--- config.mk ---
export PLATFORM = sky130hd
export DESIGN_NAME = cntr3_cmd_ctrl
export DESIGN_NICKNAME = d
export VERILOG_FILES = /design/src/rtl/cntr3_cmd_ctrl.sv
export SDC_FILE = /design/constraint.sdc
export NUM_CORES = 1
export LEC_CHECK = 0
export CAP_MARGIN = 5
export CORE_MARGIN = 2
export CORE_UTILIZATION = 53
export CTS_BUF_LIST = sky130_fd_sc_hd__clkbuf_2 sky130_fd_sc_hd__clkbuf_4 sky130_fd_sc_hd__clkbuf_8
export DETAILED_ROUTE_END_ITERATION = 10
export MAX_ROUTING_LAYER = met4
export PLACE_DENSITY = 0.93
export SLEW_MARGIN = 15
export SYNTH_ARGS = -nofsm -noshare
export SYNTH_HDL_FRONTEND = slang
export SYNTH_SLANG_ARGS = --single-unit
export TNS_END_PERCENT = 5
--- constraint.sdc ---
create_clock -name clk -period 4.3 [get_ports clk]
set_input_delay 1.075 -clock clk [delete_from_list [all_inputs] [get_ports clk]]
set_output_delay 1.075 -clock clk [all_outputs]
set_load 0.02 [all_outputs]
--- src/rtl/cntr3_cmd_ctrl.sv ---
// cntr3_cmd_ctrl: command sequencer in front of the load/increment counter.
// It accepts READ/LOAD/INC/CLEAR commands over valid/ready and drives the
// counter's ld/inc/data pins. It stops incrementing at all-ones so the
// counter never wraps, and returns one response per command.
module cntr3_cmd_ctrl #(
   parameter int WIDTH = 3,
   parameter int EVT_W = 8
) (
   input  logic             clk,
   input  logic             rst,
   input  logic             cmd_valid,
   output logic             cmd_ready,
   input  logic [1:0]       cmd_op,
   input  logic [WIDTH-1:0] cmd_arg,
   output logic             cnt_ld,
   output logic             cnt_inc,
   output logic [WIDTH-1:0] cnt_data,
   input  logic [WIDTH-1:0] cnt_q,
   output logic             rsp_valid,
   output logic [WIDTH-1:0] rsp_count,
   output logic             rsp_sat,
   output logic             sat_sticky,
   output logic [EVT_W-1:0] sat_events
);

   typedef enum logic [1:0] {
      ST_IDLE = 2'd0,
      ST_LD   = 2'd1,
      ST_INC  = 2'd2,
      ST_RSP  = 2'd3
   } state_t;

   localparam logic [1:0]       OP_READ  = 2'b00;
   localparam logic [1:0]       OP_LOAD  = 2'b01;
   localparam logic [1:0]       OP_INC   = 2'b10;
   localparam logic [1:0]       OP_CLEAR = 2'b11;
   localparam logic [WIDTH-1:0] CNT_MAX  = {WIDTH{1'b1}};
   localparam logic [WIDTH-1:0] CNT_ZERO = {WIDTH{1'b0}};
   localparam logic [WIDTH-1:0] REM_ONE  = {{(WIDTH-1){1'b0}}, 1'b1};
   localparam logic [EVT_W-1:0] EVT_MAX  = {EVT_W{1'b1}};
   localparam logic [EVT_W-1:0] EVT_ZERO = {EVT_W{1'b0}};
   localparam logic [EVT_W-1:0] EVT_ONE  = {{(EVT_W-1){1'b0}}, 1'b1};

   state_t           state_r;
   state_t           state_s;
   logic [1:0]       op_r;
   logic [WIDTH-1:0] rem_r;
   logic             sat_r;
   logic [WIDTH-1:0] cnt_data_r;
   logic             sat_sticky_r;
   logic [EVT_W-1:0] sat_events_r;
   logic             accept_s;
   logic             at_max_s;

   assign accept_s = cmd_valid && (state_r == ST_IDLE) && !rst;
   assign at_max_s = (cnt_q == CNT_MAX);

   // Next-state decode and counter/response strobes; everything forced low in reset
   always_comb begin
      state_s    = state_r;
      cmd_ready  = 1'b0;
      cnt_ld     = 1'b0;
      cnt_inc    = 1'b0;
      cnt_data   = CNT_ZERO;
      rsp_valid  = 1'b0;
      rsp_count  = CNT_ZERO;
      rsp_sat    = 1'b0;
      sat_sticky = 1'b0;
      sat_events = EVT_ZERO;
      if (rst) begin
         state_s = ST_IDLE;
      end else begin
         cnt_data   = cnt_data_r;
         sat_sticky = sat_sticky_r;
         sat_events = sat_events_r;
         case (state_r)
            ST_IDLE: begin
               cmd_ready = 1'b1;
               if (cmd_valid) begin
                  case (cmd_op)
                     OP_READ:  state_s = ST_RSP;
                     OP_LOAD:  state_s = ST_LD;
                     OP_CLEAR: state_s = ST_LD;
                     OP_INC: begin
                        if (cmd_arg == CNT_ZERO) begin
                           state_s = ST_RSP;
                        end else begin
                           state_s = ST_INC;
                        end
                     end
                     default:  state_s = ST_IDLE;
                  endcase
               end else begin
                  state_s = ST_IDLE;
               end
            end
            ST_LD: begin
               cnt_ld  = 1'b1;
               state_s = ST_RSP;
            end
            ST_INC: begin
               // cnt_q is registered in the counter, so this path has no loop
               if (at_max_s) begin
                  state_s = ST_RSP;
               end else begin
                  cnt_inc = 1'b1;
                  if (rem_r == REM_ONE) begin
                     state_s = ST_RSP;
                  end else begin
                     state_s = ST_INC;
                  end
               end
            end
            ST_RSP: begin
               rsp_valid = 1'b1;
               rsp_count = cnt_q;
               rsp_sat   = sat_r;
               state_s   = ST_IDLE;
            end
            default: state_s = ST_IDLE;
         endcase
      end
   end

   // FSM state register
   always_ff @(posedge clk) begin
      if (rst) begin
         state_r <= ST_IDLE;
      end else begin
         state_r <= state_s;
      end
   end

   // Capture the accepted command: opcode, load data and remaining step count
   always_ff @(posedge clk) begin
      if (rst) begin
         op_r       <= OP_READ;
         rem_r      <= CNT_ZERO;
         cnt_data_r <= CNT_ZERO;
      end else if (accept_s) begin
         op_r  <= cmd_op;
         rem_r <= (cmd_op == OP_INC) ? cmd_arg : CNT_ZERO;
         if (cmd_op == OP_LOAD) begin
            cnt_data_r <= cmd_arg;
         end else if (cmd_op == OP_CLEAR) begin
            cnt_data_r <= CNT_ZERO;
         end
      end else if ((state_r == ST_INC) && !at_max_s) begin
         rem_r <= rem_r - REM_ONE;
      end
   end

   // Per-command saturation latch: set when INC finds the counter at all-ones
   always_ff @(posedge clk) begin
      if (rst) begin
         sat_r <= 1'b0;
      end else if ((state_r == ST_INC) && at_max_s) begin
         sat_r <= 1'b1;
      end else if (state_r == ST_RSP) begin
         sat_r <= 1'b0;
      end
   end

   // Sticky saturation flag and saturating event counter
   always_ff @(posedge clk) begin
      if (rst) begin
         sat_sticky_r <= 1'b0;
         sat_events_r <= EVT_ZERO;
      end else if ((state_r == ST_LD) && (op_r == OP_CLEAR)) begin
         sat_sticky_r <= 1'b0;
      end else if ((state_r == ST_RSP) && sat_r) begin
         sat_sticky_r <= 1'b1;
         if (sat_events_r != EVT_MAX) begin
            sat_events_r <= sat_events_r + EVT_ONE;
         end
      end
   end

endmodule

==> results of run 1 <==
## registers in the layout (all words and copies together), names as in the netlist
name	flops
rem_r	3
op_r	2
sat_r	1
sat_events_r	8
state_r	2
sat_sticky_r	1
cnt_data_r	3
## power by group
| part | internal [mW] | switching, mW |
|---|---|---|
| clock | 0.0517 | 0.0573 |
| sequential | 0.194 | 0.00561 |
| combinational | 0.0403 | 0.0484 |
## cell usage in the layout, fill, tap and decap left out
cell type         n
nor2_1            9
buf_4             1
nand3_1          10
a21oi_1           9
nand4_2           1
nand4_1           1
mux2_1            2
mux2i_1           2
xor2_1            1
nand2_1           9
clkbuf_4          3
o21ai_0           5
nor3b_1           3
nor3_1            5
nor2b_1          15
mux2_4            1
or4_1             2
inv_1             7
dfxtp_1          20
or3_1             1
o21a_1            1
clkdlybuf4s50_1  30
o2111ai_2         1
a211oi_1          3
a31oi_1           1
xnor2_1           2
clkbuf_8          1
and2_1            4
ha_1              8
a22o_1            2
nand2b_1          2
## cells by family after synthesis
family	Yosys count
AND/OR/NAND/NOR	62
AO/OA/AOI/OAI	22
flip-flops	20
XOR/XNOR	3
multiplexers	5
adder cells (fa/ha/maj)	8
buffers and inverters	11
## cell type report
class	count	share of cell area
sequential	20	0.274
inverter	7	0.0179
multi-input combinational	100	0.450
tap	27	0.0231
timing repair buffer	31	0.210
clock buffer	4	0.0248
## worst min path at each step
stage / start / endpoint / slack (ns) / cells after the start
2_1_floorplan: op_r[1]$_SDFFE_PP0P_ / op_r[1]$_SDFFE_PP0P_ / 0.44 / 2
3_3_place_gp: op_r[1]$_SDFFE_PP0P_ / op_r[1]$_SDFFE_PP0P_ / 0.44 / 2
3_5_place_dp: op_r[0]$_SDFFE_PP0P_ / op_r[0]$_SDFFE_PP0P_ / 0.46 / 2
4_1_cts: op_r[0]$_SDFFE_PP0P_ / op_r[0]$_SDFFE_PP0P_ / 0.48 / 2
5_1_grt: op_r[0]$_SDFFE_PP0P_ / op_r[0]$_SDFFE_PP0P_ / 0.50 / 2
6_report: op_r[0]$_SDFFE_PP0P_ / op_r[0]$_SDFFE_PP0P_ / 0.48 / 2
## stage by stage
step / utilization / std cells / area, µm²
4_1_cts: 0.746 / 189 / 1460
3_5_place_dp: 0.728 / 185 / 1430
3_3_place_gp: 0.728 / 185 / 1430
5_1_grt: 0.746 / 189 / 1460
6_report: 0.746 / 189 / 1460
2_1_floorplan: - / 131 / 1110
## tightest hold or removal path, delay by kind of cell (launching register included)
| family | cells | cell delay, ns |
|---|---|---|
| simple gates | 1 | 0.05 |
| compound gates | 1 | 0.05 |
| flops | 1 | 0.34 |
## per-layer routing
layer  vias up  GRT usage  share of wire  wire (µm)
li1        514          -              -          -
met1       471      0.205           0.37        922
met2        22      0.418           0.57       1420
met3         4     0.0576          0.041        102
met4         0     0.0694          0.013         31
met5         -          -              0          0
==> metrics.md, run 1 <==
| Metric | Value |
|---|---|
| Status | `finished clean` |
| Complex-gate fraction of the synthesized area | `0.125` |
| Post-Synth XOR/XNOR Area | `0.0237` |
| Total power | `0.398 mW` |
| Vias in the first global route | `964` |
| Share of the synthesized area in the top cell type | `0.361` |
| Row count | `16` |
| WHS | `0.482 ns` |
| # setup viols final | `0` |
| Worst Path Buf+Inv | `3` |
| CP top delay family | `buffers and inverters` |
| Yosys cell types | `29` |
| Hold Buf Count CTS | `0` |
| Slew Limit Headroom | `0.683` |
| Crit Path Class | `in -> out` |
| Largest net degree at the start of global routing | `32` |
| Core footprint | `0.00196 mm²` |
| R2R Path End | `sat_events_r[5]$_SDFFE_PP0P_` |
| Post-synth EDFFs | `0` |
| Multi-input logic area | `659 µm²` |
| Initial antenna violation count | `0` |
| Io pins | `31` |
| Top cells by count, synth | `dfxtp_1, nor2b_1, nand3_1` |
| Remaining DRCs | `0` |
| R2R depth | `6` |
| CTS tree | `built` |
| Syn Inst Count | `131` |
| Fillers | `168` |
| Setup_tns | `0 ns` |
| Worst Path Arrival | `2.64 ns` |
| Clock skew | `0.00115 ns` |
| Register area | `400 µm²` |
| RSZ-0062 raised after global routing | `false` |
| DRT iter0 DRCs | `10` |
| Die Y | `49.7 µm` |
| Clk buf depth | `2` |
| Routed Antenna Nets | `0` |
| Minimum clock period | `3.71 ns` |
| Vias after detailed routing | `1011` |
| # Post-CTS Setup Buffers | `0` |
| Detailed Routing Iterations Pass 1 | `4` |
| Share of cells above drive strength 1 | `0.0494` |
| Largest cells by area after synthesis | `dfxtp_1, ha_1, nor2b_1` |
| Critical Path, Cell by Cell | `clkdlybuf4s50_1 -> buf_4 -> nor2b_1 -> clkdlybuf4s50_1` |
| Ant diodes | `0` |
| CTS clk-pin slew, worst paths | `0.11 ns` |
| Post-Synth Simple-Gate Area | `0.304` |
| Sequential share of the synthesized area | `0.361` |
| Slew @ Worst Pin | `0.475 ns` |
| Chip Width | `49.7 µm` |
| First-pass GRT wire length | `3.99 mm` |
| Critical path startpoint | `rst` |
| Global route total overflow | `0` |
| Final period utilization | `0.863` |
| Synth Net Count | `150` |
| CP peak stage delay | `0.63 ns` |
| H-tree Lvls | `1` |
| Clk_lat worst skew | `0.30 ns` |
| Hold Violations, Final | `0` |
| Maxcap violations | `0` |
| Worst setup margin | `0.590 ns` |
| Synth area leader | `dfxtp_1` |
| Synth Flop Type | `dfxtp_1` |
| I/O Buffers | `30` |
| Adder-Cell Fraction of Synth Area | `0.0903` |
| Final wirelength | `2.48 mm` |
| #FFs+latches synth | `20` |
| Ys async rst share | `0` |
| Reg2Reg Setup Slack | `2.42 ns` |
| Clk sinks | `20` |
| Nets | `182` |
| Final GP Congestion | `0.758` |
| Power Density | `272 mW/mm²` |
| CP most frequent cell | `clkdlybuf4s50_1` |
| Cell with the most instances after synthesis | `dfxtp_1` |
| WL per Instance | `13.1 µm` |
| Data required, critical path | `3.22 ns` |
| CTS Buf Count | `3` |
| DP Worst Slack | `0.588 ns` |
| Total GRT Usage | `0.217` |
| Main combinational cell family by area after synthesis | `simple AND/OR/NAND/NOR gates` |
| Post-cts resize count | `0` |
| Worst Setup End Kind | `output port` |
| Crit Path Max Fanout | `31` |
| Mean area per synthesized cell | `8.46 µm²` |
| Root Buffer | `clkbuf_4` |
| Initial core utilization | `0.565` |
| Pleak | `0.566 nW` |
| Mux share of post-synthesis cell area | `0.0519` |
| Worst Hold Class | `reg -> reg` |
| RR Startpoint | `state_r[1]$_SDFF_PP0_` |
| Area Overhead vs Synth | `32.1%` |
| Levels on crit path | `4` |
| Slowest CP cell | `clkdlybuf4s50_1` |
| Worst vdd ir | `0.000220 V` |
| Fmax | `270 MHz` |
| Drt via density | `5.35` |
| Synth warn | `0` |
| Mapped cell area | `0.00111 mm²` |
| Final Max Tran Viols | `0` |
| Worst Setup Start Kind | `input port` |
| Die ar. | `0.00247 mm²` |
| DP HPWL | `1.87 mm` |
| Worst setup path endpoint | `sat_events[7]` |
(Power assumes the default switching activity.)
==> run 2: changes to the inputs <==
- ABC_AREA: default -> 1
- CORE_ASPECT_RATIO: default -> 0.6
- CORE_UTILIZATION: 53 -> 54
- CTS_BUF_LIST: sky130_fd_sc_hd__clkbuf_2 sky130_fd_sc_hd__clkbuf_4 sky130_fd_sc_hd__clkbuf_8 -> sky130_fd_sc_hd__clkbuf_4 sky130_fd_sc_hd__clkbuf_8
==> run 2 against run 1 <==
  * Largest power group unchanged
  * Maximum frequency is 3.4% higher
  * Combinational power is 19% lower
  * Hold slack hardly changed
  * Highest routed layer unchanged
==> metrics.md, run 2 <==
| Metric | Value |
|---|---|
| Worst Hold Class | `reg -> reg (unchanged)` |
| Slew @ Worst Pin | `0.333 ns (was 0.475 ns)` |
| H-tree Lvls | `1 (unchanged)` |
| Ys async rst share | `0 (unchanged)` |
| Post-cts resize count | `0 (unchanged)` |
| Area post-placement | `0.00155 mm² (was 0.00143 mm²)` |
| Hold Buf Count CTS | `0 (unchanged)` |
| Pleak | `0.677 nW (was 0.566 nW)` |
| DRT iter0 DRCs | `66 (was 10)` |
| Hold Violations, Final | `0 (unchanged)` |
| Die ar. | `0.00267 mm² (was 0.00247 mm²)` |
| Final instance area | `0.00162 mm² (was 0.00146 mm²)` |
| Die Y | `40.9 µm (was 49.7 µm)` |
| Share of the synthesized area in the top cell type | `0.328 (was 0.361)` |
| CTS tree | `built (unchanged)` |
| Top cells by count, synth | `nand2_1, nor2_1, inv_1 (was dfxtp_1, nor2b_1, nand3_1)` |
| WL per Instance | `11.7 µm (was 13.1 µm)` |
| Slew Limit Headroom | `0.778 (was 0.683)` |
| Clock skew | `0.00374 ns (was 0.00115 ns)` |
| Sequential power share | `0.429 (was 0.503)` |
| Detailed Routing Iterations Pass 1 | `4 (unchanged)` |
| Reg2Reg Setup Slack | `2.82 ns (was 2.42 ns)` |
| Initial core utilization | `0.569 (was 0.565)` |
| Commonest non-fill, non-tap cell in the layout | `nand2_1 (was clkdlybuf4s50_1)` |
| Pint | `0.348 mW (was 0.286 mW)` |
| Max reg flops | `8 (unchanged)` |
| Vias after detailed routing | `1218 (was 1011)` |
| Clk sinks | `20 (unchanged)` |
| WHS | `0.481 ns (was 0.482 ns)` |
| Synth Net Count | `206 (was 150)` |
| Share of cells above drive strength 1 | `0.0731 (was 0.0494)` |
| First-pass GRT wire length | `4.84 mm (was 3.99 mm)` |
| Remaining DRCs | `0 (unchanged)` |
| Final Max Tran Viols | `0 (unchanged)` |
| Initial antenna violation count | `0 (unchanged)` |
| Fmax | `279 MHz (was 270 MHz)` |
| Worst vdd ir | `0.000201 V (was 0.000220 V)` |
| Syn Inst Count | `187 (was 131)` |
| # setup viols final | `0 (unchanged)` |
| CTS clk-pin slew, worst paths | `0.08 ns (was 0.11 ns)` |
| Crit Path Max Fanout | `31 (unchanged)` |
| Worst Setup End Kind | `output port (unchanged)` |
| Clk buf depth | `2 (unchanged)` |
| Mean area per synthesized cell | `6.54 µm² (was 8.46 µm²)` |
| Global route total overflow | `0 (unchanged)` |
| Synth warn | `0 (unchanged)` |
| Switch Pwr | `0.112 mW (was 0.111 mW)` |
| Clock share of power | `0.415 (was 0.274)` |
| Nets | `239 (was 182)` |
| Worst Setup Start Kind | `input port (unchanged)` |
| Synth Flop Type | `dfxtp_1 (unchanged)` |
| Root Buffer | `clkbuf_8 (was clkbuf_4)` |
| Power Density | `283 mW/mm² (was 272 mW/mm²)` |
| Final GP Congestion | `0.829 (was 0.758)` |
| Minimum clock period | `3.59 ns (was 3.71 ns)` |
| Biggest register | `sat_events_r (unchanged)` |
| Area Overhead vs Synth | `32.9% (was 32.1%)` |
| Row count | `13 (was 16)` |
| Synth area leader | `dfxtp_1 (unchanged)` |
| Crit Path Class | `in -> out (unchanged)` |
| Comb power frac | `0.156 (was 0.223)` |
| R2R depth | `8 (was 6)` |
| Setup_tns | `0 ns (unchanged)` |
| Yosys cell types | `22 (was 29)` |
| I/O Buffers | `30 (unchanged)` |
| Chip Width | `65.4 µm (was 49.7 µm)` |
| Drt via density | `4.89 (was 5.35)` |
| Status | `finished clean (unchanged)` |
| Routed Antenna Nets | `0 (unchanged)` |
| Final wirelength | `2.90 mm (was 2.48 mm)` |
| Cell with the most instances after synthesis | `nand2_1 (was dfxtp_1)` |
| Worst hold start | `op_r[0]$_SDFFE_PP0P_ (unchanged)` |
| Critical path startpoint | `rst (unchanged)` |
| Largest cells by area after synthesis | `dfxtp_1, nand2_1, nor2_1 (was dfxtp_1, ha_1, nor2b_1)` |
| R2R Path End | `rem_r[2]$_SDFFE_PP0P_ (was sat_events_r[5]$_SDFFE_PP0P_)` |
| Post-synth EDFFs | `0 (unchanged)` |
| Clk_lat worst skew | `0.27 ns (was 0.30 ns)` |
| Worst setup path endpoint | `rsp_sat (was sat_events[7])` |
| RSZ-0062 raised after global routing | `false (unchanged)` |
| Sequential share of the synthesized area | `0.328 (was 0.361)` |
| Sw Ratio | `0.243 (was 0.280)` |
| Io pins | `31 (unchanged)` |
| Ant diodes | `0 (unchanged)` |
| Data required, critical path | `3.22 ns (about the same)` |
| Largest regs | `sat_events_r: 8 flops, cnt_data_r: 3 flops, rem_r: 3 flops (unchanged)` |
| Worst Path Arrival | `2.51 ns (was 2.64 ns)` |
| # Post-CTS Setup Buffers | `0 (unchanged)` |
| #FFs+latches synth | `20 (unchanged)` |
| Core footprint | `0.00215 mm² (was 0.00196 mm²)` |
| CTS Buf Count | `3 (unchanged)` |
| Vias in the first global route | `1047 (was 964)` |
| RR Startpoint | `state_r[0]$_SDFF_PP0_ (was state_r[1]$_SDFF_PP0_)` |
| Fillers | `177 (was 168)` |
| Most frequent cells in the layout | `nand2_1, nor2_1, clkdlybuf4s50_1 (was clkdlybuf4s50_1, dfxtp_1, nor2b_1)` |
| DP HPWL | `2.15 mm (was 1.87 mm)` |
| Maxcap violations | `0 (unchanged)` |
| Mapped cell area | `0.00122 mm² (was 0.00111 mm²)` |
| Largest net degree at the start of global routing | `32 (unchanged)` |
| Total GRT Usage | `0.257 (was 0.217)` |
| Final period utilization | `0.834 (was 0.863)` |
## run 2: logic make-up (layout without fill, tap and decap cells)
kind of cell | Yosys count | after routing | synth area share
and+or+nand+nor | 96 | 96 | 0.337
buffers and inverters | 35 | 67 | 0.111
AOI/OAI and AO/OA | 24 | 24 | 0.115
DFF | 20 | 20 | 0.328
adders and majority gates | 8 | 8 | 0.0819
xor gates and xnor gates | 4 | 4 | 0.0287
## run 2: worst min-delay path by stage
stage	to	depth (start not counted)	slack, ns
3_5_place_dp	op_r[0]$_SDFFE_PP0P_	2	0.47
3_3_place_gp	sat_r$_SDFFE_PP0P_	2	0.46
2_1_floorplan	sat_r$_SDFFE_PP0P_	2	0.44
4_1_cts	op_r[0]$_SDFFE_PP0P_	2	0.48
6_report	op_r[0]$_SDFFE_PP0P_	2	0.48
5_1_grt	op_r[0]$_SDFFE_PP0P_	2	0.50
## run 2: critical path, cell delays in order
cell and delay [ns]:
clkdlybuf4s50_1 0.39, buf_4 0.23, nor2_1 0.18, clkdlybuf4s50_1 0.62
## run 2: layout make-up
type / instances / area [µm²] / area share
Multi-Input combinational cell: 132 / 687 / 0.423
Sequential cell: 20 / 400 / 0.247
Timing Repair Buffer: 31 / 308 / 0.190
Inverter: 32 / 120 / 0.0740
Clock buffer: 3 / 41.3 / 0.0254
Tap cell: 30 / 37.5 / 0.0231
Clock inverter: 1 / 30.0 / 0.0185
## run 2: power by group through the flow
stage | sequential, mW | clock (mW) | combinational (mW)
6_report | 0.197 | 0.191 | 0.0717
5_1_grt | 0.198 | 0.201 | 0.0802
4_1_cts | 0.197 | 0.191 | 0.0716
3_5_place_dp | 0.202 | 0 | 0.0699
3_3_place_gp | 0.201 | 0 | 0.0686
2_1_floorplan | 0.200 | 0 | 0.0443
## run 2: per-stage QoR
step	power, mW	instances	utilization	worst slack (ns)
floorplan	0.245	187	-	1.51
global placement	0.270	245	0.723	0.719
detailed placement	0.271	245	0.723	0.699
CTS	0.460	249	0.756	0.700
global route	0.479	249	0.756	0.616
finish	0.460	249	0.756	0.712
## run 2: layer usage
layer / share of wire / vias to the layer above / global-route usage
met2: 0.44 / 31 / 0.408
met5: 0 / - / -
met1: 0.50 / 535 / 0.336
met4: 0.0083 / 0 / 0.0625
li1: - / 647 / -
met3: 0.051 / 5 / 0.0659
==> run 3: changes to the inputs <==
- CORE_UTILIZATION: 54 -> 45
- PLACE_DENSITY: 0.93 -> 0.83
- clock period: 4.3 -> 3 ns (I/O delays scaled with it)
==> run 3 against run 2 <==
  * Sequential power is 44% higher
  * Sequential cell count unchanged
  * Register-to-register slack got worse by 1.2 ns
==> metrics.md, run 3 (synthesized netlist as in run 2, its figures left out) <==
| Metric | Value |
|---|---|
| DP HPWL | `2.07 mm (was 2.15 mm)` |
| Final period utilization | `0.966` |
| Worst hold start | `sat_r$_SDFFE_PP0P_ (was op_r[0]$_SDFFE_PP0P_)` |
| Drt via density | `4.71 (was 4.89)` |
| Initial antenna violation count | `0 (unchanged)` |
| CTS Buf Count | `3 (unchanged)` |
| Final Max Tran Viols | `0 (unchanged)` |
| Die Y | `44.4 µm (was 40.9 µm)` |
| Clock share of power | `0.411 (was 0.415)` |
| Remaining DRCs | `0 (unchanged)` |
| Critical path startpoint | `rst (unchanged)` |
| Core footprint | `0.00254 mm² (was 0.00215 mm²)` |
| Detailed Routing Iterations Pass 1 | `4 (unchanged)` |
| Biggest register | `sat_events_r (unchanged)` |
| Power Density | `399 mW/mm² (was 283 mW/mm²)` |
| Crit Path Class | `in -> out (unchanged)` |
| Hold Buf Count CTS | `0 (unchanged)` |
| Switch Pwr | `0.155 mW (was 0.112 mW)` |
| Worst Path Arrival | `2.15 ns (was 2.51 ns)` |
| CP top delay family | `buffers and inverters (unchanged)` |
| # Post-CTS Setup Buffers | `0 (unchanged)` |
| Clk_lat worst skew | `0.26 ns (was 0.27 ns)` |
| Final wirelength | `2.76 mm (was 2.90 mm)` |
| Worst vdd ir | `0.000253 V (was 0.000201 V)` |
| CP most frequent cell | `clkdlybuf4s50_1 (unchanged)` |
| Row count | `14 (was 13)` |
| Setup_tns | `0 ns (unchanged)` |
| Area Overhead vs Synth | `34.7% (was 32.9%)` |
| Clk sinks | `20 (unchanged)` |
| Slew Limit Headroom | `0.851 (was 0.778)` |
| Largest net degree at the start of global routing | `28 (was 32)` |
| Clk buf depth | `2 (unchanged)` |
| Slowest CP cell | `clkdlybuf4s50_1 (unchanged)` |
| Worst Hold Class | `reg -> reg (unchanged)` |
| Most frequent cells in the layout | `nand2_1, nor2_1, clkdlybuf4s50_1 (unchanged)` |
| RR Startpoint | `state_r[0]$_SDFF_PP0_ (unchanged)` |
| Final GP Congestion | `0.861 (was 0.829)` |
| CTS clk-pin slew, worst paths | `0.07 ns (was 0.08 ns)` |
| Worst Setup Start Kind | `input port (unchanged)` |
| Ant diodes | `0 (unchanged)` |
| Vias after detailed routing | `1187 (was 1218)` |
| Vias in the first global route | `1018 (was 1047)` |
| Pleak | `0.686 nW (was 0.677 nW)` |
| Largest regs | `sat_events_r: 8 flops, cnt_data_r: 3 flops, rem_r: 3 flops (unchanged)` |
| I/O Buffers | `30 (unchanged)` |
| Status | `finished clean (unchanged)` |
| Worst Setup End Kind | `output port (unchanged)` |
| WL per Instance | `10.9 µm (was 11.7 µm)` |
| Slew @ Worst Pin | `0.222 ns (was 0.333 ns)` |
| Root Buffer | `clkbuf_8 (unchanged)` |
| Total GRT Usage | `0.196 (was 0.257)` |
| Worst Path Buf+Inv | `3 (unchanged)` |
| Minimum clock period | `2.90 ns` |
| Crit Path Max Fanout | `27 (was 31)` |
| Critical Path, Cell by Cell | `clkdlybuf4s50_1 -> buf_12 -> nor2_1 -> clkdlybuf4s50_1 (was clkdlybuf4s50_1 -> buf_4 -> nor2_1 -> clkdlybuf4s50_1)` |
| Clock skew | `0.00490 ns (was 0.00374 ns)` |
| Die ar. | `0.00316 mm² (was 0.00267 mm²)` |
| Chip Width | `71.3 µm (was 65.4 µm)` |
| Comb power frac | `0.158 (was 0.156)` |
| First-pass GRT wire length | `4.61 mm (was 4.84 mm)` |
| Nets | `240 (was 239)` |
| Post-layout util | `0.648 (was 0.756)` |
| Global route total overflow | `0 (unchanged)` |
| Routed Antenna Nets | `0 (unchanged)` |
| Initial core utilization | `0.481 (was 0.569)` |
| DRT iter0 DRCs | `68 (was 66)` |
| H-tree Lvls | `1 (unchanged)` |
| Sequential power share | `0.431 (was 0.429)` |
| Pint | `0.501 mW (was 0.348 mW)` |
| Share of cells above drive strength 1 | `0.0773 (was 0.0731)` |
| Fmax | `345 MHz` |
| Maxcap violations | `0 (unchanged)` |
| Hold Violations, Final | `0 (unchanged)` |
| Sw Ratio | `0.236 (was 0.243)` |
| RSZ-0062 raised after global routing | `false (unchanged)` |
| Max reg flops | `8 (unchanged)` |
| Io pins | `31 (unchanged)` |
| CTS tree | `built (unchanged)` |
| Post-cts resize count | `0 (unchanged)` |
| CP peak stage delay | `0.62 ns (about the same)` |
| # setup viols final | `0 (unchanged)` |
| Data required, critical path | `2.25 ns (was 3.22 ns)` |
| Commonest non-fill, non-tap cell in the layout | `nand2_1 (unchanged)` |
run 3: power groups by stage:
stage          Sequential [mW]  Combinational [mW]  Clock, mW
5_1_grt                  0.284               0.116      0.288
3_5_place_dp             0.289               0.103          0
2_1_floorplan            0.287              0.0635          0
3_3_place_gp             0.289               0.102          0
4_1_cts                  0.283               0.103      0.274
6_report                 0.283               0.104      0.269
run 3: worst paths after layout:
check	endpoint	slack [ns]	cells past startpoint
worst min-delay path	sat_r$_SDFFE_PP0P_	0.48	2
worst min register to register	sat_r$_SDFFE_PP0P_	0.48	2
worst max register to register	rem_r[0]$_SDFFE_PP0P_	1.61	8
worst max-delay path	cnt_data[1]	0.10	4
run 3: final cells by class:
class                      count  area, µm²
clock buffer                   3       41.3
clock inverter                 1       30.0
fill                         226        893
inverter                      32        120
multi-input combinational    132        687
sequential                    20        400
tap                           32       40.0
timing repair buffer          32        328
run 3: worst reg2reg max path: stages (launching register included):
cell and delay, ns:
dfxtp_1 0.33, inv_1 0.10, ha_1 0.23, nand3_2 0.17
nand2_1 0.20, inv_1 0.08, a21oi_1 0.12, nand2_1 0.06
inv_1 0.04
run 3: metrics by stage:
step                hold WS [ns]  power (mW)  cells  setup WS (ns)  instance area, µm²
floorplan                  0.444       0.350    187          0.861                1220
global placement           0.454       0.391    248          0.119                1580
detailed placement         0.460       0.391    248         0.0950                1580
CTS                        0.483       0.661    252         0.0948                1650
global route               0.513       0.688    252         0.0249                1650
finish                     0.485       0.656    252          0.102                1650
run 3: routing by layer:
| layer | vias up | track usage | part of all wire | routed length, µm |
|---|---|---|---|---|
| li1 | 645 | - | - | - |
| met4 | 0 | 0.0792 | 0.0087 | 24 |
| met5 | - | - | 0 | 0 |
| met1 | 506 | 0.281 | 0.55 | 1530 |
| met2 | 34 | 0.256 | 0.37 | 1030 |
| met3 | 2 | 0.0547 | 0.063 | 174 |
